==> config.mk <==
export PLATFORM = sky130hd
export DESIGN_NAME = tpu_job_seq_flat
export DESIGN_NICKNAME = d
export VERILOG_FILES = /design/src/rtl/tpu_job_seq_if.sv /design/src/rtl/tpu_job_seq.sv /design/src/flat_wrapper.sv
export SDC_FILE = /design/constraint.sdc
export NUM_CORES = 1
export LEC_CHECK = 0
export ABC_AREA = 1
export ABC_CLOCK_PERIOD_IN_PS = 2000
export BUFFER_PORTS_ARGS = -buffer_cell sky130_fd_sc_hd__buf_2
export CELL_PAD_IN_SITES_DETAIL_PLACEMENT = 0
export CELL_PAD_IN_SITES_GLOBAL_PLACEMENT = 1
export CORE_AREA = 5 5 121 123
export DETAILED_ROUTE_END_ITERATION = 8
export DIE_AREA = 0 0 126 128
export PLACE_DENSITY = 0.87
export SETUP_SLACK_MARGIN = 0.15
export SYNTH_ARGS = -nofsm -noshare
export SYNTH_HDL_FRONTEND = slang
export SYNTH_SLANG_ARGS = --single-unit
==> constraint.sdc <==
create_clock -name clk -period 2 [get_ports clk]
set_clock_uncertainty 0.15 [all_clocks]
set_input_delay 0.4 -clock clk [delete_from_list [all_inputs] [get_ports clk]]
set_output_delay 0.4 -clock clk [all_outputs]
set_load 0.01 [all_outputs]
==> src/rtl/tpu_job_seq_if.sv <==
// rtl/tpu_job_seq_if.sv - host stream and TPU bus signals seen by the job sequencer
`timescale 1ns/1ps
interface tpu_job_seq_if #(
  parameter int DATAW = 64,
  parameter int ADDRW = 16
);
  logic             in_valid;
  logic             in_ready;
  logic [DATAW-1:0] in_data;
  logic             out_valid;
  logic             out_ready;
  logic [DATAW-1:0] out_data;
  logic             tpu_r_w;
  logic [ADDRW-1:0] tpu_addr;
  logic [DATAW-1:0] tpu_dataIn;
  logic [DATAW-1:0] tpu_dataOut;

  modport master (
    input  in_valid, in_data, out_ready, tpu_dataOut,
    output in_ready, out_valid, out_data, tpu_r_w, tpu_addr, tpu_dataIn
  );

  modport slave (
    output in_valid, in_data, out_ready, tpu_dataOut,
    input  in_ready, out_valid, out_data, tpu_r_w, tpu_addr, tpu_dataIn
  );
endinterface

==> src/rtl/tpu_job_seq.sv <==
// rtl/tpu_job_seq.sv - loads A/B into the TPU, starts the matmul, drains, streams C back out
`timescale 1ns/1ps
module tpu_job_seq #(
  parameter int DIM   = 8,
  parameter int DATAW = 64,
  parameter int ADDRW = 16,
  parameter int DRAIN = 3*DIM
) (
  input  logic          clk,
  input  logic          rst_n,
  input  logic          clr,
  tpu_job_seq_if.master bus,
  output logic          busy,
  output logic          job_done,
  output logic [15:0]   jobs_cnt
);

  localparam int RW = (DIM > 1) ? $clog2(DIM) : 1;
  localparam int CW = $clog2(2*DIM);
  localparam int WW = (DRAIN > 1) ? $clog2(DRAIN) : 1;

  localparam logic [ADDRW-1:0] A_BASE     = ADDRW'(16'h0100);
  localparam logic [ADDRW-1:0] B_BASE     = ADDRW'(16'h0200);
  localparam logic [ADDRW-1:0] C_BASE     = ADDRW'(16'h0300);
  localparam logic [ADDRW-1:0] START_ADDR = ADDRW'(16'h0400);

  typedef enum logic [2:0] {
    S_IDLE,
    S_LOAD_A,
    S_LOAD_B,
    S_START,
    S_WAIT,
    S_READ_C
  } state_t;

  state_t        state, state_n;
  logic [RW-1:0] row_cnt;
  logic [CW-1:0] rd_cnt;
  logic [WW-1:0] wait_cnt;

  logic in_hs, out_hs;
  logic last_row, last_rd, drain_done;

  assign last_row   = (row_cnt == RW'(DIM-1));
  assign last_rd    = (rd_cnt == CW'(2*DIM-1));
  assign drain_done = (wait_cnt == WW'(DRAIN-1));

  // C is read straight off the TPU's combinational read port
  assign bus.out_data = bus.tpu_dataOut;
  assign busy         = (state != S_IDLE);

  always_ff @(posedge clk or negedge rst_n) begin
    if (!rst_n) begin
      state    <= S_IDLE;
      row_cnt  <= '0;
      rd_cnt   <= '0;
      wait_cnt <= '0;
      jobs_cnt <= '0;
    end else begin
      state <= state_n;
      if (clr) begin
        row_cnt  <= '0;
        rd_cnt   <= '0;
        wait_cnt <= '0;
      end else begin
        if (in_hs)
          row_cnt <= last_row ? '0 : row_cnt + RW'(1);
        if (state == S_WAIT)
          wait_cnt <= drain_done ? '0 : wait_cnt + WW'(1);
        if (out_hs)
          rd_cnt <= last_rd ? '0 : rd_cnt + CW'(1);
        if (job_done)
          jobs_cnt <= jobs_cnt + 16'd1;
      end
    end
  end

  always_comb begin
    state_n        = state;
    bus.in_ready   = 1'b0;
    bus.out_valid  = 1'b0;
    bus.tpu_r_w    = 1'b0;
    bus.tpu_addr   = '0;
    bus.tpu_dataIn = bus.in_data;
    job_done       = 1'b0;
    in_hs          = 1'b0;
    out_hs         = 1'b0;

    case (state)
      S_IDLE: state_n = S_LOAD_A;

      S_LOAD_A, S_LOAD_B: begin
        bus.in_ready = !clr;
        in_hs        = bus.in_valid && !clr;
        // The bus write rides on the handshake cycle itself; idle cycles park the address at 0
        if (in_hs) begin
          bus.tpu_r_w  = 1'b1;
          bus.tpu_addr = ((state == S_LOAD_A) ? A_BASE : B_BASE) + (ADDRW'(row_cnt) << 3);
          if (last_row)
            state_n = (state == S_LOAD_A) ? S_LOAD_B : S_START;
        end
      end

      S_START: begin
        bus.tpu_r_w    = !clr;
        bus.tpu_addr   = START_ADDR;
        bus.tpu_dataIn = '0;
        state_n        = S_WAIT;
      end

      S_WAIT: begin
        if (drain_done)
          state_n = S_READ_C;
      end

      S_READ_C: begin
        bus.out_valid = !clr;
        out_hs        = bus.out_ready && !clr;
        bus.tpu_addr  = C_BASE | (ADDRW'(rd_cnt >> 1) << 4) | (ADDRW'(rd_cnt[0]) << 3);
        if (out_hs && last_rd) begin
          job_done = 1'b1;
          state_n  = S_LOAD_A;
        end
      end

      default: state_n = S_IDLE;
    endcase

    if (clr)
      state_n = S_IDLE;
  end

endmodule

==> src/flat_wrapper.sv <==
// flat-port wrapper written by rule: the top's interface ports become plain ports
module tpu_job_seq_flat 
#(
  parameter int DIM   = 8,
  parameter int DATAW = 64,
  parameter int ADDRW = 16,
  parameter int DRAIN = 3*DIM
)
  (clk, rst_n, clr, busy, job_done, jobs_cnt, bus_in_valid, bus_in_data, bus_out_ready, bus_tpu_dataOut, bus_in_ready, bus_out_valid, bus_out_data, bus_tpu_r_w, bus_tpu_addr, bus_tpu_dataIn);
  tpu_job_seq_if #(.DATAW(DATAW), .ADDRW(ADDRW)) bus_i ();
  input  logic clk;
  input  logic rst_n;
  input  logic clr;
  output logic busy;
  output logic job_done;
  output logic [15:0] jobs_cnt;
  input wire logic [$bits(bus_i.in_valid)-1:0] bus_in_valid;
  input wire logic [$bits(bus_i.in_data)-1:0] bus_in_data;
  input wire logic [$bits(bus_i.out_ready)-1:0] bus_out_ready;
  input wire logic [$bits(bus_i.tpu_dataOut)-1:0] bus_tpu_dataOut;
  output wire logic [$bits(bus_i.in_ready)-1:0] bus_in_ready;
  output wire logic [$bits(bus_i.out_valid)-1:0] bus_out_valid;
  output wire logic [$bits(bus_i.out_data)-1:0] bus_out_data;
  output wire logic [$bits(bus_i.tpu_r_w)-1:0] bus_tpu_r_w;
  output wire logic [$bits(bus_i.tpu_addr)-1:0] bus_tpu_addr;
  output wire logic [$bits(bus_i.tpu_dataIn)-1:0] bus_tpu_dataIn;
  assign bus_i.in_valid = bus_in_valid;
  assign bus_i.in_data = bus_in_data;
  assign bus_i.out_ready = bus_out_ready;
  assign bus_i.tpu_dataOut = bus_tpu_dataOut;
  assign bus_in_ready = bus_i.in_ready;
  assign bus_out_valid = bus_i.out_valid;
  assign bus_out_data = bus_i.out_data;
  assign bus_tpu_r_w = bus_i.tpu_r_w;
  assign bus_tpu_addr = bus_i.tpu_addr;
  assign bus_tpu_dataIn = bus_i.tpu_dataIn;
  tpu_job_seq #(.DIM(DIM), .DATAW(DATAW), .ADDRW(ADDRW), .DRAIN(DRAIN)) u_core (.clk(clk), .rst_n(rst_n), .clr(clr), .bus(bus_i), .busy(busy), .job_done(job_done), .jobs_cnt(jobs_cnt));
endmodule
; After elaboration in Yosys (flattened, before gate mapping)
; Cells that the tools add are included.
[op_classes]
addsub = 5
n_mul = 0
div = 0
n_lt_le_gt_ge = 0
eq_ne = 12
shifts = 0
n_mux = 28
bitwise = 2
reduce_logical = 12
[ops]
columns = cell, n
row1 = 64-bit 2-to-1 mux, 1
row2 = 16-bit case mux with 3 select lines, 1
row3 = 3-bit 2-to-1 mux, 8
row4 = 16-bit by 1-bit adder with 16-bit output (second input constant), 1
row5 = 16-bit by 6-bit adder with 16-bit output, 1
row6 = 16-bit 2-to-1 mux, 1
row7 = 5-bit 2-to-1 mux, 3
row8 = 3-bit case mux with 5 select lines, 1
row9 = 4-bit 2-to-1 mux, 3
row10 = 3-bit by 2-bit != test with 1-bit output (second input constant), 4
row11 = 10-bit 2-to-1 mux, 1
row12 = 10-bit by 4-bit OR with 10-bit output, 1
row13 = 3-bit == test (second input constant), 3
row14 = 1-bit 2-to-1 mux, 8
row15 = 3-bit by 2-bit == test with 1-bit output (second input constant), 2
row16 = 2-bit nonzero test, 3
row17 = 5-bit by 1-bit adder with 5-bit output (second input constant), 1
row18 = 5-bit == test (second input constant), 1
row19 = 4-bit by 1-bit adder with 4-bit output (second input constant), 1
row20 = 4-bit == test (second input constant), 1
row21 = 4-bit AND reduction, 1
row22 = 3-bit by 1-bit adder with 3-bit output (second input constant), 1
row23 = 3-bit by 1-bit == test with 1-bit output (second input constant), 1
row24 = 1-bit logical AND, 3
row25 = other kinds (7), 7
[totals]
reg_bits = 31
latchBits = 0
ram_bits = 0
romBits = 0
out_inout_bits = 165
elab_cells = 64
n_memories = 0

; Depth between registers and ports, before layout
; Gate-level depths: netlist (run 1).
[logic_depth]
depth_word = 6
mapped_depth = 8
mapped_depth_nobuf = 8

; Worst setup path before layout (run 1)
; Ideal clock, no wire load.
[synth_path]
path_type = register to output
startpoint = register u_core.state[2]
endpoint = output bus_tpu_addr[5]
t_arrival_ns = 1.203
required_ns = 1.450
path_slack_ns = 0.247
path_stages_with_launch = 6
cell_sequence = dfrtp_1 nor2_1 nand3_1 inv_1 nand2_1 o21ai_0
[synth_via]
elab_chain_cells = 3
word_cells_on_any_way = 6
classes_between = 4 x eq/ne / 1 x mux / 1 x reduce/logical
[synth_rtl]
columns = element, line
row1 = start: declaration, tpu_job_seq.sv:36  ; state_t state, state_n;
row2 = start signal: assignment, tpu_job_seq.sv:60  ; state <= state_n;
row3 = 3-bit by 2-bit == test with 1-bit output or 3-bit by 1-bit == test with 1-bit output (tied branches), tpu_job_seq.sv:89  ; case (state)
row4 = 2-bit OR reduction, tpu_job_seq.sv:89
row5 = 16-bit case mux with 3 select lines *, tpu_job_seq.sv:89
row6 = end: declaration, flat_wrapper.sv:25  ; output wire logic [$bits(bus_i.tpu_addr)-1:0] bus_tpu_addr;
; Mark *: on every way between the ends. The rest lies on a longest branch, timed or not.

; Final worst setup path (run 1)
[layout_path]
startpoint = register u_core.state[2]
endpoint = output bus_tpu_dataIn[38]
[layout_via]
elab_chain_cells = 2
[layout_rtl]
columns = element, line
row1 = 3-bit by 2-bit == test with 1-bit output, tpu_job_seq.sv:89
row2 = 64-bit 2-to-1 mux, tpu_job_seq.sv:89
row3 = end: declaration, flat_wrapper.sv:26  ; output wire logic [$bits(bus_i.tpu_dataIn)-1:0] bus_tpu_dataIn;
; No other way between the ends.

==> flow_metrics.env, run 1 <==
export IMPL_outcome="complete, but fails checks"
export IMPL_violations="negative setup slack"
export IMPL_hold_viol_final=0
export IMPL_drive_gt1_share_pct=43.7
export IMPL_grt_remaining_overflow=0
export IMPL_hpwlAfterDp_um=8480
export IMPL_post_route_cell_area_mm2=0.00424
export IMPL_viasPerCell=3.97
export IMPL_required_ps=1450
export IMPL_p_leak_uw=0.00243
export IMPL_core_area_mm2=0.0136
export IMPL_num_io_pins=298
export IMPL_die_h_um=128
export IMPL_regArea_um2=779
export IMPL_gp_congestion=0.814
export IMPL_drt_total_wl_um=10800
export IMPL_reg2reg_depth=9
export IMPL_place_ws_ps=123
export IMPL_path_clk_slew_ps=50
export IMPL_clk_latency_ps=270
export IMPL_synth_compound_area_share_pct=4.43
export IMPL_rows=43
export IMPL_setup_tns_ps=-1510
export IMPL_synth_top_family_by_area="buffers and inverters"
export IMPL_period_share_pct=103
export IMPL_cts_hold_buffers=0
export IMPL_timing_slew_headroom_pct=50.7
export IMPL_worst_pin_slew_ps=739
export IMPL_power_density_mw_per_mm2=498
export IMPL_fin_total_pwr_uw=2110
export IMPL_cts_root_buffer="clkbuf_16"
export IMPL_first_global_vias=2891
export IMPL_diodes=0
export IMPL_synth_xor_area_share_pct=2.41
export IMPL_postSynthAreaPerCell_um2=6.36
export IMPL_critPathKind="flip-flop to output pin"
export IMPL_synth_cells=457
export IMPL_hold_class="input pin to asynchronous set/reset pin"
export IMPL_numCtsBuffers=5
export IMPL_cp_end_kind="output pin"
export IMPL_ir_drop_v=0.000397
export IMPL_grt_max_degree=32
export IMPL_fin_ws_ps=-53.3
export IMPL_vias=3056
export IMPL_synth_area_mux_share_pct=0
export IMPL_synth_distinct_cells=28
export IMPL_grt_pass1_wl_um=15800
export IMPL_crit_arrival_ps=1500
export IMPL_period_needed_ps=2050
export IMPL_layout_commonest_cell="buf_2"
export IMPL_cts_tree="done"
export IMPL_synth_seq_area_share_pct=26.7
export IMPL_fill_cells=1511
export IMPL_mostFrequentLayoutCells="150 x buf_2, 93 x inv_1, 70 x nand2_1"
export IMPL_yosys_warnings=0
export IMPL_worstPathMaxFanout=8
export IMPL_htree_levels=2
export IMPL_async_flop_share_pct=100
export IMPL_grt_use_total_pct=12.2
export IMPL_multi_input_area_mm2=0.00139
export IMPL_syn_cell_area_mm2=0.00291
export IMPL_place_port_buffers=160
export IMPL_cts_buffer_depth=2
export IMPL_antenna_found_initial=0
export IMPL_dr_pass1_iters=4
export IMPL_wl_per_cell_um=14.0
export IMPL_die_area_mm2=0.0161
export IMPL_drv_cap=0
export IMPL_holdWs_ps=32.6
export IMPL_reg2reg_setup_slack_ps=220
export IMPL_die_w_um=126
export IMPL_placedInstanceArea_mm2=0.00346
export IMPL_syn2layout_area_growth_pct=45.9
export IMPL_startpoint_type="flip-flop"
export IMPL_fmax_mhz=487
export IMPL_ant_nets=0
export IMPL_drc=0
export IMPL_synthSimpleGateAreaFrac_pct=30.6
export IMPL_drv_slew=0
export IMPL_nNetsFinal=727
export IMPL_clkSinkCount=31
export IMPL_yosys_area_share_adder_pct=2.15
export IMPL_setup_viol_count_final=48
export IMPL_synth_edff_count=0
export IMPL_ys_ff_latch=31
export IMPL_rsz0062_at_grt="yes"
export IMPL_start_util_pct=21.4
export IMPL_yosys_most_used_dff="dfrtp_1"
export IMPL_drt_iter0_drc=113
## sequential cells by signal, summed over array words and instances (netlist names)
name	cells
u_core.jobs_cnt	16
u_core.wait_cnt	5
u_core.rd_cnt	4
u_core.row_cnt	3
u_core.state	3
## worst paths after layout
kind,from,to
min in group clk,bus_in_valid,u_core.row_cnt[1]
hold reg to reg,u_core.jobs_cnt[15],u_core.jobs_cnt[15]
max in group asynchronous,rst_n,u_core.state[0]
setup / recovery,u_core.state[2],bus_tpu_dataIn[38]
hold / removal,rst_n,u_core.jobs_cnt[15]
setup reg to reg,u_core.state[2],u_core.jobs_cnt[6]
## per-layer routing
metal / vias up / share of wire, % / GRT usage, %
met5: - / 0 / 0
met4: 0 / 0.33 / 1.45
met3: 4 / 11 / 5.21
met2: 190 / 50 / 21.5
met1: 1330 / 39 / 14.3
li1: 1532 / - / -
## timing repair
| item | CTS | global route |
|---|---|---|
| setup endpoints to repair | 72 | 84 |
| cloned | 2 | 1 |
| setup buffers | 18 | 7 |
| pin swaps | 11 | 6 |
| resized for setup | 49 | 49 |
## where the power goes
| group | total, µW | switching (µW) | internal (µW) |
|---|---|---|---|
| Clock | 800 | 271 | 529 |
| Combinational | 634 | 325 | 309 |
| Sequential | 679 | 28.2 | 651 |
## synth_stat cells, types with 3 or more instances
| cell | n | area share [%] |
|---|---|---|
| nand4_1 | 7 | 1.5 |
| o21ai_0 | 15 | 2.6 |
| xor2_1 | 8 | 2.4 |
| ha_1 | 5 | 2.2 |
| buf_4 | 78 | 20 |
| nor2_4 | 3 | 1.2 |
| nand3_1 | 20 | 3.4 |
| inv_1 | 96 | 12 |
| nor3_1 | 3 | 0.52 |
| dfrtp_1 | 31 | 27 |
| nor2_1 | 93 | 12 |
| nand2_1 | 78 | 10 |
## final cells by class
class,instances,area share (%)
Multi-Input combinational cell,256,32.8
Sequential cell,31,18.4
Clock buffer,7,3.60
Inverter,98,8.85
Tap cell,180,5.31
Timing Repair Buffer,197,30.9
Clock inverter,1,0.177
## per-stage QoR
| stage | std cells | utilization (%) |
|---|---|---|
| after CTS | 762 | 29.4 |
| after detailed placement | 734 | 25.5 |
| after global placement | 734 | 25.5 |
| final | 770 | 31.3 |
| after floorplan | 465 | - |
| after global routing | 770 | 31.3 |
## cell families (layout without fill, tap and decap cells)
logic type,after synthesis,after routing
flops,31,31
other cells,1,9
xor+xnor,8,8
fa+ha+maj,5,5
buf+inv,179,303
simple gates,210,211
compound gates,23,23
## worst max-delay path, stage by stage, from the launching register on
cell     delay (ps)
dfrtp_2         450
buf_6           140
nor2_4          110
buf_12          120
buf_12          110
buf_16          130
nor2_1           40
buf_2           130
No activity file was read; power rests on OpenSTA's default activity.
==> run 2: changes to the inputs <==
--- a/config.mk
+++ b/config.mk
@@ -14,7 +14,6 @@
 export DETAILED_ROUTE_END_ITERATION = 8
 export DIE_AREA = 0 0 126 128
 export PLACE_DENSITY = 0.87
-export SETUP_SLACK_MARGIN = 0.15
 export SYNTH_ARGS = -nofsm -noshare
 export SYNTH_HDL_FRONTEND = slang
 export SYNTH_SLANG_ARGS = --single-unit
==> run 2 against run 1 <==
  * The run still ends with negative setup slack left
  * Cell area is 4.9% lower
  * Routed wire length is 3.2% lower
  * First-iteration DRC count down 22%
  * Count of clock-buffer cells in the layout unchanged
  * Non-clock buffer count down 12
  * Hold slack gained 1.4 ps
  * Utilization shrank 1.5 points
  * Sequential power about the same
  * Combinational power decreased by 11%
  * Fmax fell by 0.71%
  * Critical path type unchanged
  * Critical endpoint is now bus_tpu_dataIn[6]
  * Largest cell class unchanged
==> flow_metrics.env, run 2 (synthesized netlist as in run 1, its figures left out) <==
export IMPL_outcome="complete, but fails checks"
export IMPL_violations="negative setup slack"
export IMPL_path_clk_slew_ps=50
export IMPL_worst_pin_slew_ps=739
export IMPL_die_w_um=126
export IMPL_hpwlAfterDp_um=8480
export IMPL_timing_rr_end="u_core.jobs_cnt[4]"
export IMPL_reg2reg_depth=10
export IMPL_drv_cap=0
export IMPL_core_area_mm2=0.0136
export IMPL_fin_ws_ps=-68.0
export IMPL_setup_viol_count_final=46
export IMPL_grt_remaining_overflow=0
export IMPL_worst_path_buf_inv=4
export IMPL_wl_per_cell_um=13.8
export IMPL_p_leak_uw=0.00235
export IMPL_period_needed_ps=2070
export IMPL_drt_iter0_drc=88
export IMPL_mostFrequentLayoutCells="149 x buf_2, 93 x inv_1, 75 x nor2_1"
export IMPL_start_util_pct=21.4
export IMPL_period_share_pct=103
export IMPL_required_ps=1450
export IMPL_layout_commonest_cell="buf_2"
export IMPL_final_util_pct=29.8
export IMPL_grt_use_total_pct=11.9
export IMPL_die_area_mm2=0.0161
export IMPL_top_usage_layer="met2"
export IMPL_ir_drop_v=0.000397
export IMPL_grt_pass1_wl_um=15300
export IMPL_hold_class="input pin to asynchronous set/reset pin"
export IMPL_fin_total_pwr_uw=2040
export IMPL_path_cells="buf_6 > nor2_4 > buf_12 > clkbuf_16 > nor2_1 > buf_2"
export IMPL_nNetsFinal=714
export IMPL_cp_end_kind="output pin"
export IMPL_post_route_cell_area_mm2=0.00404
export IMPL_met2_usage_pct=20.6
export IMPL_startpoint_type="flip-flop"
export IMPL_crit_arrival_ps=1520
export IMPL_ant_nets=0
export IMPL_numCtsBuffers=5
export IMPL_critical_path_depth=6
export IMPL_htree_levels=2
export IMPL_largest_register="u_core.jobs_cnt"
export IMPL_reg2reg_setup_slack_ps=260
export IMPL_timing_slew_headroom_pct=50.8
export IMPL_clk_latency_ps=270
export IMPL_rows=43
export IMPL_first_global_vias=2809
export IMPL_cp_slowest_cell="dfrtp_2"
export IMPL_critPathMaxStageDelay_ps=450
export IMPL_r2r_start="u_core.state[1]"
export IMPL_syn2layout_area_growth_pct=38.8
export IMPL_worstPathMaxFanout=8
export IMPL_met1_usage_pct=14.1
export IMPL_drc=0
export IMPL_gp_congestion=0.814
export IMPL_place_port_buffers=160
export IMPL_hold_viol_final=0
export IMPL_antenna_found_initial=0
export IMPL_cts_hold_buffers=0
export IMPL_cts_buffer_depth=2
export IMPL_die_h_um=128
export IMPL_grt_max_degree=32
export IMPL_fill_cells=1546
export IMPL_drt_total_wl_um=10500
export IMPL_fmax_mhz=484
export IMPL_cts_tree="done"
export IMPL_reg_top3="u_core.jobs_cnt x16, u_core.wait_cnt x5, u_core.rd_cnt x4"
export IMPL_viasPerCell=3.93
export IMPL_drv_slew=0
export IMPL_setup_tns_ps=-1880
export IMPL_diodes=0
export IMPL_cts_root_buffer="clkbuf_16"
export IMPL_clkSinkCount=31
export IMPL_critPathKind="flip-flop to output pin"
export IMPL_dr_pass1_iters=4
export IMPL_drive_gt1_share_pct=40.9
export IMPL_grt_use_met3_pct=5.21
export IMPL_critical_path_top_delay_family="buffers and inverters"
export IMPL_vias=2978
export IMPL_largest_reg_flops=16
export IMPL_power_density_mw_per_mm2=506
export IMPL_rsz0062_at_grt="yes"
export IMPL_num_io_pins=298
export IMPL_placedInstanceArea_mm2=0.00346
-- run 2: cell count changes in the layout (fill, tap and decap cells not counted), sizes merged --
cell	before	now
nand2	80	79
clkbuf	7	8
buf	197	184
-- run 2: worst reg2reg max path, stage by stage, from the launching register on --
cell,delay (ps)
dfrtp_1,420
inv_2,110
buf_6,100
nand3_4,140
clkinv_4,100
buf_12,100
nand2_4,150
nor2_2,190
nand2_1,70
nand2_1,60
nand2_1,40
-- run 2: timing repair --
item | 4_1_cts | 5_1_grt
pin swaps | 2 | 5
setup endpoints to repair | 60 | 71
gates resized for setup | 13 | 60
setup buffers | 4 | 10
cloned | 1 | 1
-- run 2: metal layers --
layer	vias up	part of all wire (%)
met1	1296	40
met4	0	0.34
met2	179	49
met5	-	0
li1	1499	-
met3	4	11
-- run 2: per-stage QoR --
step                      hold slack (ps)  setup slack [ps]  cells
after floorplan                     -45.6               247    465
after global placement                330               114    734
after detailed placement              335               123    734
after CTS                            67.0             -95.0    747
after global routing                  102              -147    757
final                                34.0             -68.0    757
-- run 2: cell type report --
| class | instances | area [µm²] | share of cell area (%) |
|---|---|---|---|
| Sequential cell | 31 | 778 | 19.3 |
| Tap cell | 180 | 225 | 5.58 |
| Multi-Input combinational cell | 255 | 1340 | 33.2 |
| Inverter | 98 | 373 | 9.24 |
| Clock buffer | 7 | 153 | 3.78 |
| Timing Repair Buffer | 185 | 1160 | 28.7 |
| Clock inverter | 1 | 7.51 | 0.186 |
-- run 2: where the power goes --
group | switching (µW) | internal (µW)
sequential | 27.5 | 651
combinational | 306 | 258
clock | 271 | 529
-- run 2: worst max-delay path by stage --
stage,from,endpoint,slack [ps]
after CTS,u_core.state[2],bus_tpu_dataIn[40],-100
after global routing,u_core.state[2],bus_tpu_r_w,-150
final,u_core.state[2],bus_tpu_dataIn[6],-70
after floorplan,u_core.state[2],bus_tpu_addr[5],250
after global placement,clr,bus_tpu_addr[5],110
after detailed placement,clr,bus_tpu_addr[5],120
